--- config.mk ---
export PLATFORM = sky130hd
export DESIGN_NAME = hc595_rx_flat
export DESIGN_NICKNAME = d
export VERILOG_FILES = /design/src/rtl/hc595_rx_if.sv /design/src/rtl/hc595_rx.sv /design/src/flat_wrapper.sv
export SDC_FILE = /design/constraint.sdc
export NUM_CORES = 1
export LEC_CHECK = 0
export BUFFER_PORTS_ARGS = -buffer_cell sky130_fd_sc_hd__buf_2
export CORE_MARGIN = 2
export CORE_UTILIZATION = 44
export CTS_CLUSTER_DIAMETER = 60
export DETAILED_ROUTE_END_ITERATION = 6
export GPL_ROUTABILITY_DRIVEN = 0
export GPL_TIMING_DRIVEN = 0
export PLACE_DENSITY_LB_ADDON = 0.15
export RECOVER_POWER = 50
export SETUP_SLACK_MARGIN = 0.02
export SLEW_MARGIN = 15
export SYNTH_ARGS = -nofsm -noshare
export SYNTH_HDL_FRONTEND = slang
export SYNTH_SLANG_ARGS = --single-unit
export TNS_END_PERCENT = 100
--- constraint.sdc ---
create_clock -name clk -period 2.79 [get_ports clk]
set_input_delay 0 -clock clk [delete_from_list [all_inputs] [get_ports clk]]
set_output_delay 0 -clock clk [all_outputs]
set_load 0.005 [all_outputs]
--- src/rtl/hc595_rx_if.sv ---
// Bus bundle for the HC595 capture block: the eight serial link lines plus the rebuilt frame outputs.
// The master modport is the link/monitor side; the slave modport is the hc595_rx receiver.
interface hc595_rx_if #(
  parameter int CNT_W = 16
);
  logic             shcp;
  logic             stcp;
  logic             ds0;
  logic             ds1;
  logic             ds2;
  logic             ds3;
  logic             ds4;
  logic             ds5;
  logic [39:0]      led_frame;
  logic             frame_valid;
  logic             frame_err;
  logic [CNT_W-1:0] frame_cnt;

  modport master (
    output shcp, stcp, ds0, ds1, ds2, ds3, ds4, ds5,
    input  led_frame, frame_valid, frame_err, frame_cnt
  );

  modport slave (
    input  shcp, stcp, ds0, ds1, ds2, ds3, ds4, ds5,
    output led_frame, frame_valid, frame_err, frame_cnt
  );
endinterface

--- src/rtl/hc595_rx.sv ---
// Rebuilds the 40-bit LED frame from the 6-lane HC595 link (4 long 8-bit lanes, 2 short 4-bit lanes).
// Define HC595_RX_SYNC_EN to add a 2-flop synchronizer on all eight serial inputs (+2 cycles latency).
module hc595_rx #(
  parameter int CNT_W = 16
) (
  input  logic        clk,
  input  logic        rst,
  hc595_rx_if.slave   bus
);

  // Packed input order: {shcp, stcp, ds5, ds4, ds3, ds2, ds1, ds0}
  localparam logic [7:0] IN_RST = 8'b1100_0000;

  logic [7:0] in_raw;
  logic [7:0] in_s;

  assign in_raw = {bus.shcp, bus.stcp, bus.ds5, bus.ds4, bus.ds3, bus.ds2, bus.ds1, bus.ds0};

`ifdef HC595_RX_SYNC_EN
  logic [7:0] sync1_q, sync1_d;
  logic [7:0] sync2_q, sync2_d;

  always_comb begin
    sync1_d = in_raw;
    sync2_d = sync1_q;
  end

  // Clock lines reset high so a line held high across reset never looks like an edge
  always_ff @(posedge clk) begin
    if (!rst) begin
      sync1_q <= IN_RST;
      sync2_q <= IN_RST;
    end else begin
      sync1_q <= sync1_d;
      sync2_q <= sync2_d;
    end
  end

  assign in_s = sync2_q;
`else
  assign in_s = in_raw;
`endif

  logic             shcp_prev_q, shcp_prev_d;
  logic             stcp_prev_q, stcp_prev_d;
  logic [3:0]       bit_cnt_q, bit_cnt_d;
  logic [7:0]       lane0_q, lane0_d;
  logic [7:0]       lane1_q, lane1_d;
  logic [3:0]       lane2_q, lane2_d;
  logic [7:0]       lane3_q, lane3_d;
  logic [7:0]       lane4_q, lane4_d;
  logic [3:0]       lane5_q, lane5_d;
  logic [39:0]      led_frame_q, led_frame_d;
  logic             frame_valid_q, frame_valid_d;
  logic             frame_err_q, frame_err_d;
  logic [CNT_W-1:0] frame_cnt_q, frame_cnt_d;

  logic shcp_rise;
  logic stcp_rise;

  assign shcp_rise = in_s[7] & ~shcp_prev_q;
  assign stcp_rise = in_s[6] & ~stcp_prev_q;

  always_comb begin
    shcp_prev_d   = in_s[7];
    stcp_prev_d   = in_s[6];
    bit_cnt_d     = bit_cnt_q;
    lane0_d       = lane0_q;
    lane1_d       = lane1_q;
    lane2_d       = lane2_q;
    lane3_d       = lane3_q;
    lane4_d       = lane4_q;
    lane5_d       = lane5_q;
    led_frame_d   = led_frame_q;
    frame_valid_d = 1'b0;
    frame_err_d   = 1'b0;
    frame_cnt_d   = frame_cnt_q;

    if (shcp_rise) begin
      lane0_d = {lane0_q[6:0], in_s[0]};
      lane1_d = {lane1_q[6:0], in_s[1]};
      lane3_d = {lane3_q[6:0], in_s[3]};
      lane4_d = {lane4_q[6:0], in_s[4]};
      if (bit_cnt_q < 4'd4) begin
        lane2_d = {lane2_q[2:0], in_s[2]};
        lane5_d = {lane5_q[2:0], in_s[5]};
      end
      if (bit_cnt_q != 4'hF) begin
        bit_cnt_d = bit_cnt_q + 4'd1;
      end
    end

    // A shift in the latch cycle belongs to the frame, so judge on the updated count and lanes
    if (stcp_rise) begin
      if (bit_cnt_d == 4'd8) begin
        led_frame_d   = {lane0_d, lane1_d, lane2_d, lane3_d, lane4_d, lane5_d};
        frame_valid_d = 1'b1;
        frame_cnt_d   = frame_cnt_q + CNT_W'(1);
      end else begin
        frame_err_d = 1'b1;
      end
      bit_cnt_d = 4'd0;
      lane0_d   = 8'd0;
      lane1_d   = 8'd0;
      lane2_d   = 4'd0;
      lane3_d   = 8'd0;
      lane4_d   = 8'd0;
      lane5_d   = 4'd0;
    end
  end

  always_ff @(posedge clk) begin
    if (!rst) begin
      shcp_prev_q   <= 1'b1;
      stcp_prev_q   <= 1'b1;
      bit_cnt_q     <= 4'd0;
      lane0_q       <= 8'd0;
      lane1_q       <= 8'd0;
      lane2_q       <= 4'd0;
      lane3_q       <= 8'd0;
      lane4_q       <= 8'd0;
      lane5_q       <= 4'd0;
      led_frame_q   <= 40'd0;
      frame_valid_q <= 1'b0;
      frame_err_q   <= 1'b0;
      frame_cnt_q   <= '0;
    end else begin
      shcp_prev_q   <= shcp_prev_d;
      stcp_prev_q   <= stcp_prev_d;
      bit_cnt_q     <= bit_cnt_d;
      lane0_q       <= lane0_d;
      lane1_q       <= lane1_d;
      lane2_q       <= lane2_d;
      lane3_q       <= lane3_d;
      lane4_q       <= lane4_d;
      lane5_q       <= lane5_d;
      led_frame_q   <= led_frame_d;
      frame_valid_q <= frame_valid_d;
      frame_err_q   <= frame_err_d;
      frame_cnt_q   <= frame_cnt_d;
    end
  end

  assign bus.led_frame   = led_frame_q;
  assign bus.frame_valid = frame_valid_q;
  assign bus.frame_err   = frame_err_q;
  assign bus.frame_cnt   = frame_cnt_q;

endmodule

--- src/flat_wrapper.sv ---
// flat-port wrapper written by rule: the top's interface ports become plain ports
module hc595_rx_flat 
#(
  parameter int CNT_W = 16
)
  (clk, rst, bus_shcp, bus_stcp, bus_ds0, bus_ds1, bus_ds2, bus_ds3, bus_ds4, bus_ds5, bus_led_frame, bus_frame_valid, bus_frame_err, bus_frame_cnt);
  hc595_rx_if #(.CNT_W(CNT_W)) bus_i ();
  input  logic clk;
  input  logic rst;
  input wire logic [$bits(bus_i.shcp)-1:0] bus_shcp;
  input wire logic [$bits(bus_i.stcp)-1:0] bus_stcp;
  input wire logic [$bits(bus_i.ds0)-1:0] bus_ds0;
  input wire logic [$bits(bus_i.ds1)-1:0] bus_ds1;
  input wire logic [$bits(bus_i.ds2)-1:0] bus_ds2;
  input wire logic [$bits(bus_i.ds3)-1:0] bus_ds3;
  input wire logic [$bits(bus_i.ds4)-1:0] bus_ds4;
  input wire logic [$bits(bus_i.ds5)-1:0] bus_ds5;
  output wire logic [$bits(bus_i.led_frame)-1:0] bus_led_frame;
  output wire logic [$bits(bus_i.frame_valid)-1:0] bus_frame_valid;
  output wire logic [$bits(bus_i.frame_err)-1:0] bus_frame_err;
  output wire logic [$bits(bus_i.frame_cnt)-1:0] bus_frame_cnt;
  assign bus_i.shcp = bus_shcp;
  assign bus_i.stcp = bus_stcp;
  assign bus_i.ds0 = bus_ds0;
  assign bus_i.ds1 = bus_ds1;
  assign bus_i.ds2 = bus_ds2;
  assign bus_i.ds3 = bus_ds3;
  assign bus_i.ds4 = bus_ds4;
  assign bus_i.ds5 = bus_ds5;
  assign bus_led_frame = bus_i.led_frame;
  assign bus_frame_valid = bus_i.frame_valid;
  assign bus_frame_err = bus_i.frame_err;
  assign bus_frame_cnt = bus_i.frame_cnt;
  hc595_rx #(.CNT_W(CNT_W)) u_core (.clk(clk), .rst(rst), .bus(bus_i));
endmodule
# After elaboration in Yosys (flattened, before gate mapping)
# Index checks and enable logic that the tools add are counted.
[totals]
input_bits = 10
mem_bits_ro = 0
latch_bits = 0
mem_bits_rw = 0
register_bits = 104
n_memories = 0
[op_classes]
reduce_logical = 3
mul = 0
muxes = 12
shift = 0
addsub = 2
n_bitwise = 5
order_cmp = 1
n_div = 0
eq_ne = 2
[op_table]
columns = ["cell", "n"]
rows = [
  ["2-to-1 mux 8 bit", 4],
  ["2-to-1 mux 4 bit", 6],
  ["adder 16 x 1 -> 16 bit, second input constant", 1],
  ["adder 4 x 1 -> 4 bit, second input constant", 1],
  ["== test 4 bit, second input constant", 1],
  ["< comparator 4 x 3 -> 1 bit, second input constant", 1],
  ["inequality test 4 bit, second input constant", 1],
  ["AND reduction 2 bit", 2],
  ["inverter 1 bit", 3],
  ["bitwise AND 1 bit", 2],
  ["2-to-1 mux 1 bit", 2],
  ["OR reduction 2 bit", 1],
]

# Longest topological paths before layout
[logic_depth]
ltp_word = 5
depth_mapped = 7
mapped_depth_nobuf = 6

# Worst setup path before layout
# OpenSTA, ideal clock, no wires.
[synth_timing]
path_type = "reg-to-reg"
from = "reg u_core.bit_cnt_q[0]"
to = "reg u_core.led_frame_q[0], in the netlist u_core.bus.led_frame[0]"
synth_period_minus_slack_ns = 2.094
setup_time_ns = 0.146
stages_incl_launch_ff = 8
arrival_ns = 1.948
required_time_ns = 2.644
path_slack_ns = 0.696
path_cell_list = "dfxtp_1 > ha_1 > nand3_2 > a211o_1 > a211oi_4 > buf_6 > buf_6 > a211oi_2"
[synth_via]
elab_chain_cells = 5
elab_cells_between_ends = 9
[synth_rtl]
columns = ["element", "line", "text"]
rows = [
  ["from (decl)", "hc595_rx.sv:46", "logic [3:0] bit_cnt_q, bit_cnt_d;"],
  ["from (signal assigned)", "hc595_rx.sv:130", "bit_cnt_q <= bit_cnt_d;"],
  ["adder 4 x 1 -> 4 bit / inequality test 4 bit (equally long branches)", "hc595_rx.sv:89, hc595_rx.sv:88", ""],
  ["2-to-1 mux 4 bit", "hc595_rx.sv:88", "if (bit_cnt_q != 4'hF) begin"],
  ["2-to-1 mux 4 bit", "hc595_rx.sv:79", "if (shcp_rise) begin"],
  ["== test 4 bit", "hc595_rx.sv:95", "if (bit_cnt_d == 4'd8) begin"],
  ["AND reduction 2 bit (no source line)", "-", ""],
  ["to (signal assigned)", "hc595_rx.sv:137", "led_frame_q <= led_frame_d;"],
  ["to (decl)", "hc595_rx.sv:53", "logic [39:0] led_frame_q, led_frame_d;"],
]
# Several ways; a longest one is shown, not always the timed one.
# A chain may end at the register's enable or synchronous reset.

# Final worst setup path
[layout_timing]
from = "reg u_core.bit_cnt_q[0]"
to = "reg u_core.led_frame_q[8], in the netlist u_core.bus.led_frame[8]"
[layout_via]
elab_chain_cells = 5
elab_cells_between_ends = 6
[layout_rtl]
columns = ["element", "line"]
rows = [
  ["adder 4 x 1 -> 4 bit / inequality test 4 bit (equally long branches)", "hc595_rx.sv:89, hc595_rx.sv:88"],
  ["2-to-1 mux 4 bit", "hc595_rx.sv:88"],
  ["2-to-1 mux 4 bit (*)", "hc595_rx.sv:79"],
  ["== test 4 bit (*)", "hc595_rx.sv:95"],
  ["AND reduction 2 bit (no source line) (*)", "-"],
]
# Every way passes the cells marked *; elsewhere a longest branch is shown, timed or not.

==> parameters.txt <==
Parameter                              Value

GRT
  Via count of the first global-routing pass ... 2963
  Maximum number of pins on one net before global-route repair ... 17
  Overall fraction of global-route tracks in use ... 17.5%
  Grt met1 use ... 22.3%
  Fraction of met2 tracks used by global routing ... 29.0%
  GRT Residual Overflow ... 0
  First-pass GRT wire length ... 14.1 mm
  Busiest layer in global routing ... met2
  Initial antenna violation count ... 0
  Global-route track usage on met3 ... 4.09%

Detailed routing
  Final wirelength ... 8.44 mm
  Via-to-Cell Ratio ... 5.04
  Total vias in the final route ... 3013
  Post-detailed-route DRC marker count ... 0
  Detailed Route Iter0 Violations ... 97
  Mean routed wirelength per cell ... 14.1 um
  Antenna-violating nets left ... 0
  TritonRoute pass-1 iters ... 6

Die
  X dimension of the die ... 101 um
  Core area ... 9200 um^2
  Die Span Y ... 101 um
  Die area ... 10200 um^2
  Number of rows created at floorplan ... 35
  Ports placed on the boundary ... 68
  Effective utilization at floorplan ... 45.1%

Clock tree
  Number of clock sinks ... 104
  Clock tree from TritonCTS ... yes
  Clock-pin slew on the worst setup and hold paths ... 0.10 ns
  Post-CTS setup buffers ... 0
  Root buf cell ... clkbuf_8
  Clk buf depth ... 2
  Number of instances resized during post-cts repair ... 0
  Clock latency on the worst-skew pair ... 0.36 ns
  Total CTS buffers ... 9
  H-tree depth reported by CTS ... 3

Flow run
  Max-cap viol count ... 0

Timing
  Count of final hold-check violations ... 0
  Final setup violating endpoints ... 0
  Minimum clock period ... 2.48 ns
  Setup repair after global routing missed its margin ... false
  Measured slew at the worst slew-check pin ... 0.854 ns
  Total negative slack for setup checks ... 0 ns
  Setup Skew ... 0.00865 ns
  Maximum frequency from static timing analysis ... 403 MHz
  Pins Over Slew Limit ... 0
  Share of the clock period used by the worst path after layout ... 88.9%
  Worst relative slew slack ... 42.8%

Synthesis
  Share of the yosys chip area belonging to registers ... 50.2%
  Post-Syn Instances ... 397
  Synth cell types ... 39
  Cell types occupying the most area after synthesis ... dfxtp_1 (50%), a211oi_2 (12%), mux2i_1 (11%), nor2_1 (7.6%), buf_6 (1.9%)
  Most frequent cell after synthesis ... dfxtp_1
  Async S/R FF share, synth ... 0%
  Synthesis Warnings ... 0
  Mapped Nets ... 409
  Synth Area per Inst ... 10.4 um^2
  Synth area leader ... dfxtp_1
  Mapped cell area ... 4150 um^2
  Number of enable flip-flop cells after synthesis ... 0
  Area share of the leading cell type in the synthesized netlist ... 50.2%
  Leading register cell type out of synthesis ... dfxtp_1
  Cell types with the highest counts after synthesis ... dfxtp_1 (104), nor2_1 (84), mux2i_1 (46), a211oi_2 (40), nand2_1 (12)
  Flip-flop and latch count after synthesis ... 104

Worst setup path
  Crit path max fanout ... 10
  Setup crit end kind ... flop
  Most common cell type on the critical path ... buf_6
  Gate family responsible for the most delay along the worst path ... compound AO/OA/AOI/OAI gates
  Setup CP Type ... flop to flop
  Worst Setup Start Kind ... flop
  CP Cell Sequence ... ha_1 -> nand3_2 -> a211o_1 -> a211oi_4 -> buf_6 -> buf_6 -> a211oi_2
  Required time at the worst-slack endpoint ... 3.01 ns
  Arr. time, crit path ... 2.70 ns
  Buffer and inverter count on the worst path ... 2
  Library cell contributing the largest single delay on the critical path ... a211oi_4
  Crit path largest cell delay ... 0.55 ns

Cells and area
  Antenna diode instance count ... 0
  Nets ... 494
  Area growth from synthesis to layout ... 16.9%
  Ratio of cells with drive above 1 in the final layout ... 23.0%

Status
  Outcome ... finished, final reports clean

Worst hold path
  Hold Crit Class ... input pin to flop

Placed design
  I/O Buffers ... 66
  DP Wirelength ... 6.03 mm

Power and ir drop
  Power per Cell Area ... 516 nW/um^2
  Final Total Pwr ... 2500 uW
  Pleak ... 0.00181 uW
  Peak supply drop ... 0.000226 V
-- worst paths after layout --
path / cells past startpoint / slack [ns] / to / startpoint
worst max-delay path: 7 / 0.31 / u_core.bus.led_frame[8]$_SDFFE_PN0P_ / u_core.bit_cnt_q[0]$_SDFF_PP0_
worst min-delay path: 2 / 0.008 / u_core.shcp_prev_q$_SDFF_PN1_ / rst
worst max register to register: 7 / 0.31 / u_core.bus.led_frame[8]$_SDFFE_PN0P_ / u_core.bit_cnt_q[0]$_SDFF_PP0_
worst min register to register: 2 / 0.48 / u_core.bus.frame_cnt[15]$_SDFFE_PN0P_ / u_core.bus.frame_cnt[15]$_SDFFE_PN0P_
-- through the flow --
step           worst slack (ns)  hold WS (ns)  cell area [um^2]  std cells  utilization (%)
6_report                  0.311       0.00777              4850        598             52.7
5_1_grt                   0.173        0.0551              4850        598             52.7
4_1_cts                   0.332        0.0191              4880        598             53.1
3_5_place_dp              0.344         0.223              4610        574             50.2
3_3_place_gp              0.365         0.223              4610        574             50.2
2_1_floorplan             0.696         0.101              4150        397                -
-- layer usage --
| layer | vias to the layer above | routed length (um) | share of wire, % |
|---|---|---|---|
| met5 | - | 0 | 0 |
| met4 | 0 | 129 | 1.5 |
| met3 | 10 | 316 | 3.7 |
| met2 | 50 | 3970 | 47 |
| met1 | 1408 | 4020 | 48 |
| li1 | 1545 | - | - |
-- flip-flops by register name (all words and copies together) (netlist names) --
signal / cells
u_core.bit_cnt_q: 4
u_core.bus.frame_cnt: 16
u_core.bus.frame_err: 1
u_core.bus.frame_valid: 1
u_core.bus.led_frame: 40
u_core.lane0_q: 8
u_core.lane1_q: 8
u_core.lane2_q: 4
u_core.lane3_q: 8
u_core.lane4_q: 8
u_core.lane5_q: 4
u_core.shcp_prev_q: 1
u_core.stcp_prev_q: 1
-- worst reg2reg max path: stages (launching register included) --
cell	delay, ns
dfxtp_1	0.47
ha_1	0.28
nand3_2	0.13
a211o_1	0.40
a211oi_4	0.56
buf_6	0.24
buf_6	0.18
a211oi_2	0.08
-- cells in the final DEF (no fill, tap or decap), drive strengths merged, types with 8 or more instances in the layout --
| cell type | count |
|---|---|
| a211oi | 42 |
| a21oi | 11 |
| buf | 52 |
| clkbuf | 50 |
| dfxtp | 104 |
| dlygate4sd3 | 8 |
| inv | 8 |
| mux2i | 46 |
| nand2 | 12 |
| nand2b | 9 |
| nand3 | 11 |
| nor2 | 84 |
-- cell families (layout without fill, tap and decap cells) --
kind of cell / count (synthesis) / count (layout) / share of synthesized area, %
and+or+nand+nor: 145 / 145 / 16.2
xor gates and xnor gates: 3 / 3 / 0.634
DFF: 104 / 104 / 50.2
buffers and inverters: 33 / 123 / 4.56
muxes: 46 / 46 / 11.1
adders and majority gates: 2 / 2 / 0.604
AOI/OAI and AO/OA: 64 / 64 / 16.7
-- layout make-up --
class | instances | area [um^2]
Buffer | 25 | 155
Multi-Input combinational cell | 260 | 1870
Inverter | 8 | 30.0
Fill cell | 880 | 4350
Timing Repair Buffer | 74 | 378
Sequential cell | 104 | 2080
Clock inverter | 5 | 57.6
Tap cell | 111 | 139
Clock buffer | 11 | 131
-- where the power goes --
part           internal (uW)  switching, uW  total [uW]
combinational           33.7           64.4        98.1
clock                    414            497         911
sequential              1490           4.02        1490
total                   1940            565        2500
-- repair_timing --
action	in CTS	in global routing
setup endpoints to repair	0	0
hold endpoints to repair	8	0
hold buffers	8	0
Power figures use the tool's default switching activity.
